==> src/rtl/hoplite_tx_assembler_pkg.sv <==
// Shared types for the Hoplite transmit assembler: hold-stage states and flit layout.
package hoplite_tx_assembler_pkg;

  localparam int unsigned DataBits = 32;

  typedef enum logic [1:0] {
    HoldEmpty,
    HoldHeld,
    HoldHeldClose
  } hold_state_e;

  // Flits are packed MSB first as {last, y, x, data}.
  function automatic int unsigned flit_bits(int unsigned coord_bits);
    return 1 + 2 * coord_bits + DataBits;
  endfunction

endpackage

==> src/rtl/flit_fifo.sv <==
// First-word-fall-through flit queue; a push into a full queue succeeds only alongside a pop.
module flit_fifo #(
  parameter int unsigned Width = 8,
  parameter int unsigned Depth = 8
) (
  input  logic                     clk,
  input  logic                     reset_n,
  input  logic                     push,
  input  logic [Width-1:0]         push_data,
  input  logic                     pop,
  output logic [Width-1:0]         pop_data,
  output logic                     full,
  output logic                     empty,
  output logic [$clog2(Depth):0]   count
);

  localparam int unsigned PtrBits = $clog2(Depth);

  logic [Width-1:0]   mem_q [Depth];
  logic [PtrBits-1:0] wr_ptr_q, rd_ptr_q;
  logic [PtrBits:0]   count_q;
  logic               do_push, do_pop;

  assign empty   = (count_q == '0);
  assign full    = (count_q == (PtrBits + 1)'(Depth));
  assign do_pop  = pop && !empty;
  assign do_push = push && (!full || do_pop);

  assign pop_data = mem_q[rd_ptr_q];
  assign count    = count_q;

  // Depth is a power of two, so pointer overflow is the modulo wrap.
  always_ff @(posedge clk or negedge reset_n) begin
    if (!reset_n) begin
      wr_ptr_q <= '0;
      rd_ptr_q <= '0;
      count_q  <= '0;
    end else begin
      if (do_push) wr_ptr_q <= wr_ptr_q + PtrBits'(1);
      if (do_pop)  rd_ptr_q <= rd_ptr_q + PtrBits'(1);
      if (do_push && !do_pop)      count_q <= count_q + (PtrBits + 1)'(1);
      else if (!do_push && do_pop) count_q <= count_q - (PtrBits + 1)'(1);
    end
  end

  always_ff @(posedge clk) begin
    if (do_push) mem_q[wr_ptr_q] <= push_data;
  end

endmodule

==> src/rtl/hoplite_tx_assembler.sv <==
// Turns CPU coordinate/word/complete writes into a stream of Hoplite flits for router injection.
module hoplite_tx_assembler
  import hoplite_tx_assembler_pkg::*;
#(
  parameter int unsigned COORD_BITS = 1,
  parameter int unsigned FIFO_DEPTH = 8
) (
  input  logic                          clk,
  input  logic                          reset_n,
  input  logic [COORD_BITS-1:0]         x_coord_in,
  input  logic                          x_coord_in_valid,
  input  logic [COORD_BITS-1:0]         y_coord_in,
  input  logic                          y_coord_in_valid,
  input  logic [31:0]                   message_in,
  input  logic                          message_in_valid,
  input  logic                          packet_in_complete,
  output logic                          flit_out_valid,
  output logic [COORD_BITS-1:0]         flit_out_x,
  output logic [COORD_BITS-1:0]         flit_out_y,
  output logic [31:0]                   flit_out_data,
  output logic                          flit_out_last,
  input  logic                          flit_out_ready,
  output logic [$clog2(FIFO_DEPTH):0]   fifo_count,
  output logic                          overflow,
  output logic                          orphan_complete,
  input  logic                          clear_errors,
  output logic                          busy
);

  localparam int unsigned FlitBits = flit_bits(COORD_BITS);

  hold_state_e           state_q, state_d;
  logic [31:0]           held_data_q, held_data_d;
  logic [COORD_BITS-1:0] held_x_q, held_x_d, held_y_q, held_y_d;
  logic [COORD_BITS-1:0] dest_x_q, dest_y_q;
  logic                  overflow_q, orphan_q;
  logic                  push, push_last, capture, orphan_set, overflow_set;
  logic                  pop, fifo_full, fifo_empty;
  logic [FlitBits-1:0]   push_flit, head_flit;

  always_comb begin
    state_d    = state_q;
    push       = 1'b0;
    push_last  = 1'b0;
    capture    = 1'b0;
    orphan_set = 1'b0;
    unique case (state_q)
      HoldEmpty: begin
        if (message_in_valid) begin
          capture = 1'b1;
          state_d = packet_in_complete ? HoldHeldClose : HoldHeld;
        end else if (packet_in_complete) begin
          orphan_set = 1'b1;
        end
      end
      HoldHeld: begin
        if (message_in_valid) begin
          push    = 1'b1;
          capture = 1'b1;
          state_d = packet_in_complete ? HoldHeldClose : HoldHeld;
        end else if (packet_in_complete) begin
          push      = 1'b1;
          push_last = 1'b1;
          state_d   = HoldEmpty;
        end
      end
      HoldHeldClose: begin
        push      = 1'b1;
        push_last = 1'b1;
        if (message_in_valid) begin
          capture = 1'b1;
          state_d = packet_in_complete ? HoldHeldClose : HoldHeld;
        end else begin
          // The held word already closes its packet, so a bare complete here has no owner.
          orphan_set = packet_in_complete;
          state_d    = HoldEmpty;
        end
      end
      default: state_d = HoldEmpty;
    endcase
  end

  always_comb begin
    held_data_d = held_data_q;
    held_x_d    = held_x_q;
    held_y_d    = held_y_q;
    if (capture) begin
      held_data_d = message_in;
      held_x_d    = dest_x_q;
      held_y_d    = dest_y_q;
    end
  end

  assign push_flit    = {push_last, held_y_q, held_x_q, held_data_q};
  assign pop          = flit_out_valid && flit_out_ready;
  assign overflow_set = push && fifo_full && !pop;

  always_ff @(posedge clk or negedge reset_n) begin
    if (!reset_n) begin
      state_q     <= HoldEmpty;
      held_data_q <= '0;
      held_x_q    <= '0;
      held_y_q    <= '0;
      dest_x_q    <= '0;
      dest_y_q    <= '0;
      overflow_q  <= 1'b0;
      orphan_q    <= 1'b0;
    end else begin
      state_q     <= state_d;
      held_data_q <= held_data_d;
      held_x_q    <= held_x_d;
      held_y_q    <= held_y_d;
      if (x_coord_in_valid) dest_x_q <= x_coord_in;
      if (y_coord_in_valid) dest_y_q <= y_coord_in;
      overflow_q  <= overflow_set | (overflow_q & ~clear_errors);
      orphan_q    <= orphan_set | (orphan_q & ~clear_errors);
    end
  end

  flit_fifo #(
    .Width (FlitBits),
    .Depth (FIFO_DEPTH)
  ) u_flit_fifo (
    .clk       (clk),
    .reset_n   (reset_n),
    .push      (push),
    .push_data (push_flit),
    .pop       (pop),
    .pop_data  (head_flit),
    .full      (fifo_full),
    .empty     (fifo_empty),
    .count     (fifo_count)
  );

  assign {flit_out_last, flit_out_y, flit_out_x, flit_out_data} = head_flit;
  assign flit_out_valid  = !fifo_empty;
  assign overflow        = overflow_q;
  assign orphan_complete = orphan_q;
  assign busy            = (state_q != HoldEmpty) || !fifo_empty;

endmodule

==> config.mk <==
export PLATFORM = sky130hd
export DESIGN_NAME = hoplite_tx_assembler
export DESIGN_NICKNAME = d
export VERILOG_FILES = /design/src/rtl/hoplite_tx_assembler_pkg.sv /design/src/rtl/flit_fifo.sv /design/src/rtl/hoplite_tx_assembler.sv
export SDC_FILE = /design/constraint.sdc
export NUM_CORES = 1
export LEC_CHECK = 0
export CAP_MARGIN = 20
export CORE_ASPECT_RATIO = 1.1
export CORE_MARGIN = 3
export CORE_UTILIZATION = 59
export CTS_BUF_LIST = sky130_fd_sc_hd__clkbuf_8 sky130_fd_sc_hd__clkbuf_16
export DETAILED_ROUTE_END_ITERATION = 6
export PLACE_DENSITY = 0.8
export SETUP_SLACK_MARGIN = 0.15
export SYNTH_ARGS = -nofsm -noshare
export SYNTH_HDL_FRONTEND = slang
export SYNTH_SLANG_ARGS = --single-unit
==> constraint.sdc <==
create_clock -name clk -period 5.49 [get_ports clk]
set_input_delay 1.098 -clock clk [delete_from_list [all_inputs] [get_ports clk]]
set_output_delay 1.098 -clock clk [all_outputs]
set_load 0.005 [all_outputs]
==> reports/results.txt, run 1 <==
Portion of netlist area occupied by mux cells: 17.7%
Top Family by Delay on Critical Path: multiplexers
Initial antenna violation count: 0
Maximum count of clock buffers along a single path: 3
Syn nets: 692
Routed via count: 6323
Area of the multi-input gates: 3180 um2
Clock tree from TritonCTS: yes
CP max stage delay: 800 ps
Transition time at the pin with the least slew margin: 1120 ps
Cell Chain, Critical Path: buf_16 > mux4_1 > mux2_2 > clkdlybuf4s50_1
Total of max-cap violations: 0
Final Max Tran Viols: 0
Count of buffering cells on the critical path with inverters included: 2
Critical path launch point type: register
Insertion delay of the later-clocked pin in the worst-skew pair: 550 ps
Final sum of negative setup slack: 0 ps
Time the worst path needs with I/O delays and setup: 4190 ps
Post-synthesis area per instance: 20.3 um2
Congestion Overflow GR: 0
Inserted Clock Buffers: 31
Adder and majority gate portion of the synthesized area: 1.02%
DR iter-0 viols: 463
Total power per unit cell area: 494 nW/um2
Pin count of the biggest net entering global routing: 51
Signed area change from the synthesized netlist to the final layout: 17.4%
Setup Crit Path Kind: register to primary output
Class of the worst hold path: register to register
Final Hold Violating Endpoints: 0
Number of hold buffers added after CTS: 0
RSZ-0062 raised after global routing: false
Num Clock Sinks: 330
Via count of the first global-routing pass: 6677
CP max-delay cell: sky130_fd_sc_hd__dfrtp_4
Highest clock rate: 0.238 GHz
Total DRC errors in the routed layout: 0
Via density per instance: 5.98
Clock transition at the register clock pins on the worst setup and hold paths after CTS: 60 ps
Worst hold slack across all endpoints: 504 ps
Synthesized-area fraction occupied by xor and xnor cells: 0.473%
Buffers on Ports: 84
Worst supply voltage drop on vdd: 0.306 mV
CTS root buffer: sky130_fd_sc_hd__clkbuf_16
Per-cell routed wire length: 24.5 um
Simple-gate share of the synthesized area: 4.16%
Remaining max-slew budget at the tightest pin: 25.4%
Total wire length after detailed routing: 25900 um
Post CTS Setup Buffer Count: 0
Required time worst endpoint: 4390 ps
Number of instances resized during post-cts repair: 0
Combinational family with the most area after synthesis: multiplexers
Placeable core region: 21400 um2
Register bit total from synthesis: 330
Crit. End Element: primary output
Sequential cell area: 9670 um2
Area of the mapped netlist: 13000 um2
Share of layout cells above drive strength 1: 14.6%
Height of the die: 161 um
Top-level port count: 85
Worst clock skew: 8.60 ps
Clock H-tree levels: 1
Static leakage: 0.00549 uW
Status: completed
Residual antenna-violating net count after detailed routing: 0
Crit share post-route: 76.4%
Compound-cell area share of the yosys netlist: 0.676%
Final non-filler cell total: 1058
Number of search-and-repair iterations in the first detailed-routing pass: 5
Placed cells: 1001
Library cells used by synthesis: 25
Number of diodes added for antenna fixing: 0
Number of standard cells after synthesis: 640
Placement row count: 56
Register area share after synthesis: 74.5%
Total of warnings raised by yosys: 0
Final setup vio count: 0
Net count, final: 796
Global-route wire length before repair: 39600 um
Global placer's final weighted congestion: 0.733
Die W: 147 um
Die Footprint: 23800 um2
Worst Path Max Fanout: 42
Global-route usage over all layers: 22.2%
HPWL reported at the end of detailed placement: 14100 um
Worst EP arrival: 3100 ps
Starting density of the core: 60.5%
Fill cell total of the finished layout: 1271
cells in the mapped netlist:
cell	instances	area share (%)
sky130_fd_sc_hd__a21oi_1	4	0.15
sky130_fd_sc_hd__inv_1	7	0.20
sky130_fd_sc_hd__nor2_1	7	0.20
sky130_fd_sc_hd__nor2b_1	2	0.097
sky130_fd_sc_hd__buf_1	3	0.087
sky130_fd_sc_hd__mux4_1	70	14
sky130_fd_sc_hd__nand3b_1	2	0.12
sky130_fd_sc_hd__and3_1	1	0.048
sky130_fd_sc_hd__ha_1	9	0.87
sky130_fd_sc_hd__buf_6	8	0.70
sky130_fd_sc_hd__nand3_1	4	0.15
sky130_fd_sc_hd__xnor2_1	7	0.47
sky130_fd_sc_hd__nor3_1	6	0.23
sky130_fd_sc_hd__fa_1	1	0.15
sky130_fd_sc_hd__a22oi_1	1	0.058
sky130_fd_sc_hd__clkbuf_1	17	0.49
sky130_fd_sc_hd__nand2b_1	4	0.19
sky130_fd_sc_hd__nor4_1	1	0.048
sky130_fd_sc_hd__o32ai_1	2	0.14
sky130_fd_sc_hd__nand2_1	106	3.1
sky130_fd_sc_hd__o21bai_1	1	0.058
sky130_fd_sc_hd__o21ai_0	7	0.27
sky130_fd_sc_hd__mux2_2	40	3.5
sky130_fd_sc_hd__edfxtp_1	280	65
sky130_fd_sc_hd__dfrtp_1	50	9.7
routing by layer:
| layer | track usage (%) | up-vias | share of wire (%) |
|---|---|---|---|
| met1 | 30.1 | 3299 | 41 |
| li1 | - | 2781 | - |
| met2 | 38.2 | 196 | 52 |
| met3 | 3.20 | 47 | 4.8 |
| met5 | 0 | - | 0 |
| met4 | 6.57 | 0 | 2.3 |
kinds of logic (layout without fill, tap and decap cells):
logic type,count (synthesis),in the layout
adders and majority gates,10,10
muxes,110,110
and+or+nand+nor,133,133
xor gates and xnor gates,7,7
buffers and inverters,35,163
AOI/OAI and AO/OA,15,15
DFF,330,330
placed cells by master (no fill, tap or decap), drive strengths merged, types with 7 or more instances in the layout:
cell type      instances
edfxtp               280
nand2                106
clkdlybuf4s50         83
mux4                  70
dfrtp                 50
mux2                  40
clkbuf                38
inv                   19
buf                   16
ha                     9
o21ai                  7
xnor2                  7
nor2                   7
cell type report:
type	count	share of cell area, %
timing repair buffer	99	6.45
sequential	330	63.5
clock inverter	19	0.863
tap	290	2.38
inverter	7	0.173
multi-input combinational	275	20.9
clock buffer	38	5.73
final timing paths:
kind | cells past startpoint | to | startpoint | slack (ps)
worst max register to register | 11 | u_flit_fifo.count[3] | u_flit_fifo.count[0] | 2590
min in group asynchronous | 2 | state_q[0] | reset_n | 720
max in group asynchronous | 2 | u_flit_fifo.rd_ptr_q[0] | reset_n | 4140
worst max-delay path | 4 | flit_out_data[26] | u_flit_fifo.rd_ptr_q[0] | 1300
worst min register to register | 2 | held_x_q | dest_x_q | 500
worst min-delay path | 2 | held_x_q | dest_x_q | 500
sequential cells by signal (all words and copies together) (netlist names):
name,count
u_flit_fifo.mem_q,280
dest_x_q,1
held_data_q,32
orphan_complete,1
u_flit_fifo.wr_ptr_q,3
held_x_q,1
overflow,1
state_q,2
held_y_q,1
u_flit_fifo.count,4
u_flit_fifo.rd_ptr_q,3
dest_y_q,1
through the flow:
stage          cell area [um2]  total power [uW]  setup slack [ps]  util, %
2_1_floorplan            13000              4600              1050        -
3_3_place_gp             14200              5390              1700     66.2
3_5_place_dp             14200              5510              1670     66.3
4_1_cts                  15200              7580              1270     71.0
5_1_grt                  15200              7840              1220     71.0
6_report                 15200              7520              1300     71.0
tightest hold or removal path: cells and delay by family (launching register included):
kind	cells	cell delay, ps
and+or+nand+nor	2	110
DFF	1	360
power breakdown:
part | internal, uW | switching, uW
clock | 1210 | 853
combinational | 1190 | 802
sequential | 3090 | 369
Note: power is estimated with default switching activity, not from simulation.
==> run 2: changes to the inputs <==
Clock period 5.49 ns to 3.95 ns, I/O delays scaled along.
==> run 2 against run 1 <==
- core utilization is 0.33 points higher
- largest cell class unchanged
- register-to-register slack worse by 1500 ps
- design area is 0.46% higher
- clock power is 40% higher
- highest routed layer unchanged
- first-iteration DRC count is 17% higher
- sequential share of layout area is 0.29 points lower
- clock skew is 3.6 ps higher
==> reports/results.txt, run 2 (synthesized netlist as in run 1, its figures left out) <==
Status: completed
Number of flip-flops under the largest register name: 280 (unchanged)
Initial antenna violation count: 0 (unchanged)
Static leakage: 0.00551 uW (+0.39%)
Signed area change from the synthesized netlist to the final layout: 17.9%
Placeable core region: 21400 um2 (unchanged)
Final Max Tran Viols: 0 (unchanged)
Area of the multi-input gates: 3180 um2 (+0.20%)
Clock tree from TritonCTS: yes
Placed cells: 1008 (+0.70%)
Final sum of negative setup slack: 0 ps (unchanged)
Maximum count of clock buffers along a single path: 3 (unchanged)
Die W: 147 um (unchanged)
Global placer's final weighted congestion: 0.753 (+2.8%)
Insertion delay of the later-clocked pin in the worst-skew pair: 540 ps (about the same)
Height of the die: 161 um (unchanged)
Worst clock skew: 12.2 ps (+3.56 ps)
DR iter-0 viols: 544 (+17%)
Via count of the first global-routing pass: 6979 (+4.5%)
Clock transition at the register clock pins on the worst setup and hold paths after CTS: 70 ps (about the same)
Remaining max-slew budget at the tightest pin: 30.1% (+4.7 points)
Die Footprint: 23800 um2 (unchanged)
GR Layer Usage met1: 30.4% (+0.31 points)
Inserted Clock Buffers: 30 (-3.2%)
Placement row count: 56 (unchanged)
Setup Crit Path Kind: register to primary output
Global-route usage over all layers: 23.2% (+1.1 points)
Critical path launch point type: register
Crit share post-route: 94.0%
Congestion Overflow GR: 0 (unchanged)
M2 GR Usage: 41.2% (+3.1 points)
Per-cell routed wire length: 25.4 um (+3.7%)
Pin count of the biggest net entering global routing: 53 (+3.9%)
Transition time at the pin with the least slew margin: 1050 ps (-70.3 ps)
Final Hold Violating Endpoints: 0 (unchanged)
Time the worst path needs with I/O delays and setup: 3710 ps
Num Clock Sinks: 330 (unchanged)
Global-route wire length before repair: 41200 um (+4.1%)
Total wire length after detailed routing: 27000 um (+4.2%)
Power spent charging and discharging nets: 2870 uW (+42%)
Internal power: 7660 uW (+39%)
Clock network power share: 27.4% (about the same)
Worst EP arrival: 2920 ps (-180 ps)
Busiest layer in global routing: met2
Register containing the most flip-flops in the final layout: u_flit_fifo.mem_q
Part of the power in registers: 44.9% (-1.2 points)
Buffers on Ports: 84 (unchanged)
Top library cells by usage in the layout, fill and taps aside: 280 x sky130_fd_sc_hd__edfxtp_1, 106 x sky130_fd_sc_hd__nand2_1, 83 x sky130_fd_sc_hd__clkdlybuf4s50_1
Starting density of the core: 60.5% (unchanged)
Worst hold slack across all endpoints: 253 ps (-251 ps)
Routed via count: 6407 (+1.3%)
Share of layout cells above drive strength 1: 15.8% (+1.2 points)
Total DRC errors in the routed layout: 0 (unchanged)
Worst supply voltage drop on vdd: 0.492 mV (+61%)
Crit. End Element: primary output
Post CTS Setup Buffer Count: 0 (unchanged)
Number of diodes added for antenna fixing: 0 (unchanged)
Class of the worst hold path: input port to asynchronous set/reset pin
Global routing met3 resource utilization: 3.28% (+0.084 points)
Top-level port count: 85 (unchanged)
Required time worst endpoint: 3160 ps (-1230 ps)
Sequential cell area: 9670 um2 (unchanged)
Worst Path Max Fanout: 34 (-19%)
End-of-flow core utilization: 71.3% (+0.33 points)
HPWL reported at the end of detailed placement: 14500 um (+2.8%)
Number of search-and-repair iterations in the first detailed-routing pass: 5 (unchanged)
Net count, final: 802 (+0.75%)
Net switching fraction of the power: 27.3% (+0.35 points)
Highest clock rate: 0.269 GHz
Residual antenna-violating net count after detailed routing: 0 (unchanged)
Final setup vio count: 0 (unchanged)
Via density per instance: 6.03 (+0.85%)
Final non-filler cell total: 1063 (+0.47%)
Total power per unit cell area: 689 nW/um2 (+39%)
Total of max-cap violations: 0 (unchanged)
CTS root buffer: sky130_fd_sc_hd__clkbuf_16
Most common cell after layout, fill and taps aside: sky130_fd_sc_hd__edfxtp_1
RSZ-0062 raised after global routing: false
Combinational power share: 27.8% (+1.3 points)
Fill cell total of the finished layout: 1274 (+0.24%)
Clock H-tree levels: 1 (unchanged)
run 2: cell types whose count changed in the layout (fill, tap and decap cells not counted), sizes merged:
cell	delta
bufinv	+1
clkinv	+7
inv	-6
buf	+7
clkbuf	-4
run 2: per-stage QoR:
stage / setup slack [ps] / total power [uW] / cell area, um2
after floorplan: -180 / 6390 / 13000
after global placement: 632 / 7550 / 14300
after detailed placement: 471 / 7690 / 14300
after CTS: 222 / 10600 / 15300
after global routing: 167 / 10900 / 15300
final: 237 / 10500 / 15300
run 2: final cells by class:
type	instances	area share, %
clock buffers	34	5.34
multi-input cells	275	20.8
inverters	7	0.172
well taps	290	2.37
repair buffers	106	6.90
clock inverters	21	1.15
flip-flops and latches	330	63.2
run 2: repair_timing:
| action | in CTS | in global routing |
|---|---|---|
| hold buffers | 0 | 0 |
| gates resized for setup | 1 | 0 |
| endpoints found under the hold margin | 0 | 0 |
| endpoints found under the setup margin | 1 | 0 |
run 2: path summary, 6_finish.rpt:
kind | start | to | slack, ps | cells past startpoint
setup / recovery | u_flit_fifo.rd_ptr_q[0] | flit_out_data[15] | 240 | 4
hold / removal | reset_n | overflow | 250 | 1
setup reg to reg | state_q[0] | u_flit_fifo.count[3] | 1090 | 13
hold reg to reg | dest_x_q | dest_x_q | 520 | 1
max in group asynchronous | reset_n | u_flit_fifo.rd_ptr_q[0] | 2770 | 2
min in group clk | dest_x_q | dest_x_q | 520 | 1
run 2: layer usage:
metal / vias up / wire, um
met3: 52 / 1480
met5: - / 0
met2: 253 / 14300
li1: 2789 / -
met1: 3313 / 10500
met4: 0 / 736
run 2: power groups by stage:
| stage | Sequential, uW | Combinational (uW) | Clock [uW] |
|---|---|---|---|
| finish | 4730 | 2920 | 2880 |
| global route | 4780 | 3110 | 3050 |
| CTS | 4730 | 2970 | 2920 |
| detailed placement | 4780 | 2910 | 0 |
| global placement | 4720 | 2830 | 0 |
| floorplan | 4570 | 1820 | 0 |
run 2: worst max-delay path, cell delays in order (launching register included):
cell and delay [ps]:
sky130_fd_sc_hd__dfrtp_4 650, sky130_fd_sc_hd__buf_12 300, sky130_fd_sc_hd__mux4_1 640, sky130_fd_sc_hd__mux2_2 300, sky130_fd_sc_hd__clkdlybuf4s50_1 460
==> run 3: changes to the inputs <==
Settings changed: ABC_AREA set to 1, CORE_UTILIZATION 59 to 45, PLACE_DENSITY 0.8 to not set.
==> run 3 against run 2 <==
- flip-flop and latch count did not move
- design area rose by 3.5%
- setup slack improved by 180 ps
- register-to-register slack improved by 550 ps
- power is 9.9% higher
- critical path depth increased by 5
- clock power is 8.7% higher
- routed wire length grew 6.4%
- global-route usage fell by 5.2 points
- synthesized cell count grew 78%
- die area is 34% higher
- synthesized area up 3.0%
- critical endpoint is now flit_out_data[30]
- largest cell class unchanged
==> reports/results.txt, run 3 <==
Post-synth top area cell: sky130_fd_sc_hd__edfxtp_1
Num Clock Sinks: 330 (unchanged)
Cell Chain, Critical Path: inv_4 > buf_12 > nand2_1 > nand2_1 > nand2_1 > o21ai_0 > nand2_1 > nand2_1 > clkdlybuf4s50_1
Clock H-tree levels: 2 (+1)
Total wire length after detailed routing: 28700 um (+6.4%)
Worst EP arrival: 2740 ps (-180 ps)
Top Family by Delay on Critical Path: buffers and inverters
Total power per unit cell area: 731 nW/um2 (+6.1%)
HPWL reported at the end of detailed placement: 15000 um (+3.4%)
Insertion delay of the later-clocked pin in the worst-skew pair: 500 ps (-40 ps)
Register containing the most flip-flops in the final layout: u_flit_fifo.mem_q
Maximum count of clock buffers along a single path: 3 (unchanged)
Proportion of netlist area held by the largest area contributor: 63.0% (-1.9 points)
Cell types with the highest counts after synthesis: 429 x sky130_fd_sc_hd__nand2_1, 280 x sky130_fd_sc_hd__edfxtp_1, 107 x sky130_fd_sc_hd__o21ai_0
Predominant post-synthesis flop cell: sky130_fd_sc_hd__edfxtp_1
Critical path launch point type: register
Final Max Tran Viols: 0 (unchanged)
Total of warnings raised by yosys: 0 (unchanged)
Via count of the first global-routing pass: 8105 (+16%)
Worst supply voltage drop on vdd: 0.455 mV (-7.4%)
Height of the die: 187 um (+16%)
Class of the worst hold path: input port to asynchronous set/reset pin
Crit share post-route: 89.4% (-4.6 points)
Worst clock skew: 14.5 ps (+2.38 ps)
Global-route usage over all layers: 18.1% (-5.2 points)
DR iter-0 viols: 687 (+26%)
Status: completed
Net count, final: 1283 (+60%)
Most numerous cell in the Yosys netlist: sky130_fd_sc_hd__nand2_1
Cell with the most instances on the worst path: sky130_fd_sc_hd__nand2_1
Static leakage: 0.00600 uW (+8.9%)
Register bit total from synthesis: 330 (unchanged)
Via density per instance: 5.15 (-14%)
Library cells used by synthesis: 24 (-4.0%)
Syn nets: 1191 (+72%)
Crit. End Element: primary output
Number of diodes added for antenna fixing: 0 (unchanged)
Time the worst path needs with I/O delays and setup: 3530 ps (-181 ps)
Top library cells by usage in the layout, fill and taps aside: 428 x sky130_fd_sc_hd__nand2_1, 280 x sky130_fd_sc_hd__edfxtp_1, 107 x sky130_fd_sc_hd__o21ai_0
Post-synthesis area per instance: 11.7 um2 (-42%)
Starting density of the core: 46.1% (-14 points)
Clock transition at the register clock pins on the worst setup and hold paths after CTS: 60 ps (about the same)
Required time worst endpoint: 3160 ps (about the same)
Number of search-and-repair iterations in the first detailed-routing pass: 4 (-1)
Transition time at the pin with the least slew margin: 974 ps (-74.3 ps)
CTS root buffer: sky130_fd_sc_hd__clkbuf_16
Register area share after synthesis: 72.4% (-2.1 points)
Final Hold Violating Endpoints: 0 (unchanged)
Routed via count: 8376 (+31%)
Die W: 170 um (+16%)
Remaining max-slew budget at the tightest pin: 35.0% (+5.0 points)
Residual antenna-violating net count after detailed routing: 0 (unchanged)
Highest clock rate: 0.283 GHz (+5.1%)
Die Footprint: 31800 um2 (+34%)
Most common cell after layout, fill and taps aside: sky130_fd_sc_hd__nand2_1
Worst Path Max Fanout: 54 (+59%)
Signed area change from the synthesized netlist to the final layout: 18.6%
Total DRC errors in the routed layout: 0 (unchanged)
Area of the mapped netlist: 13300 um2 (+3.0%)
Per-cell routed wire length: 17.7 um (-30%)
Pin count of the biggest net entering global routing: 73 (+38%)
Final sum of negative setup slack: 0 ps (unchanged)
Top-level port count: 85 (unchanged)
Global-route wire length before repair: 45100 um (+9.5%)
Placement row count: 65 (+16%)
Area of all placed cells without fillers: 15800 um2 (+3.5%)
Buffers on Ports: 84 (unchanged)
Final setup vio count: 0 (unchanged)
Inserted Clock Buffers: 36 (+20%)
Setup Crit Path Kind: register to primary output
CP max-delay cell: sky130_fd_sc_hd__dfrtp_4
Placeable core region: 29000 um2 (+35%)
Share of layout cells above drive strength 1: 10.2% (-5.6 points)
Placed standard-cell area: 14700 um2 (+2.6%)
Asr flop ratio synth: 15.2% (unchanged)
Area contributors post-synth: sky130_fd_sc_hd__edfxtp_1 63%, sky130_fd_sc_hd__nand2_1 12%, sky130_fd_sc_hd__dfrtp_1 9.4%, sky130_fd_sc_hd__o21ai_0 4.0%, sky130_fd_sc_hd__mux2_2 2.7%
Initial antenna violation count: 0 (unchanged)
Global placer's final weighted congestion: 0.739 (-1.9%)
Number of flip-flops under the largest register name: 280 (unchanged)
Number of instances resized during post-cts repair: 0 (-1)
CP max stage delay: 660 ps (about the same)
Number of standard cells after synthesis: 1139 (+78%)
Clock tree from TritonCTS: yes
Count of buffering cells on the critical path with inverters included: 3 (+1)
Count of flip-flops with a built-in enable after synthesis: 280 (unchanged)
RSZ-0062 raised after global routing: false
Total of max-cap violations: 0 (unchanged)
Congestion Overflow GR: 0 (unchanged)
-- run 3: worst reg2reg max path: cells and delay by family, from the launching register on --
kind	cells	cell delay, ps
flip-flops	1	420
buffers and inverters	3	880
adder cells (fa/ha/maj)	1	180
AO/OA/AOI/OAI	1	90
AND/OR/NAND/NOR	3	340
-- run 3: cell families (layout without fill, tap and decap cells) --
family	count (synthesis)	count (layout)	synth area share (%)
flip-flops	330	330	72.4
AO/OA/AOI/OAI	153	153	5.76
adder cells (fa/ha/maj)	10	10	0.994
multiplexers	32	32	2.70
buffers and inverters	79	197	2.74
XOR/XNOR	4	4	0.263
AND/OR/NAND/NOR	531	531	15.2
-- run 3: per-stage QoR --
| step | util (%) | power [uW] | std cells | hold WS [ps] | worst slack (ps) |
|---|---|---|---|---|---|
| 6_report | 54.7 | 11600 | 1625 | 354 | 418 |
| 2_1_floorplan | - | 6860 | 1139 | 471 | 772 |
| 5_1_grt | 54.7 | 12300 | 1625 | 384 | 230 |
| 3_3_place_gp | 50.7 | 8470 | 1559 | 469 | 830 |
| 4_1_cts | 54.5 | 11700 | 1623 | 384 | 278 |
| 3_5_place_dp | 50.7 | 8510 | 1559 | 477 | 813 |
-- run 3: path summary, 6_finish.rpt --
kind	cells past startpoint	to	start	slack [ps]
setup / recovery	9	flit_out_data[30]	u_flit_fifo.rd_ptr_q[0]	420
min in group clk	2	orphan_complete	orphan_complete	490
hold / removal	1	held_data_q[19]	reset_n	350
hold reg to reg	2	orphan_complete	orphan_complete	490
setup reg to reg	8	u_flit_fifo.mem_q[0][11]	state_q[1]	1640
max in group asynchronous	2	u_flit_fifo.rd_ptr_q[0]	reset_n	2710
-- run 3: routing by layer --
metal  vias to the layer above  share of wire, %  GRT usage [%]
li1                       4069                 -              -
met1                      4062                46           25.6
met2                       218                48           29.4
met3                        27               5.4           3.11
met4                         0               1.2           4.12
met5                         -                 0              0
-- run 3: timing repair --
action                     CTS  global route
setup endpoints to repair    0             4
hold buffers                 0             0
setup buffers                0             1
-- run 3: where the power goes --
part / total, uW / switching (uW) / internal, uW
logic: 3780 / 2240 / 1540
registers: 4660 / 340 / 4320
clock network: 3130 / 1280 / 1850
total: 11600 / 3860 / 7700
-- run 3: cell type report --
| type | count | area (um2) |
|---|---|---|
| multi-input combinational | 730 | 3380 |
| fill | 2419 | 13100 |
| clock inverter | 26 | 183 |
| inverter | 22 | 85.1 |
| clock buffer | 38 | 940 |
| sequential | 330 | 9670 |
| tap | 368 | 460 |
| timing repair buffer | 111 | 1110 |
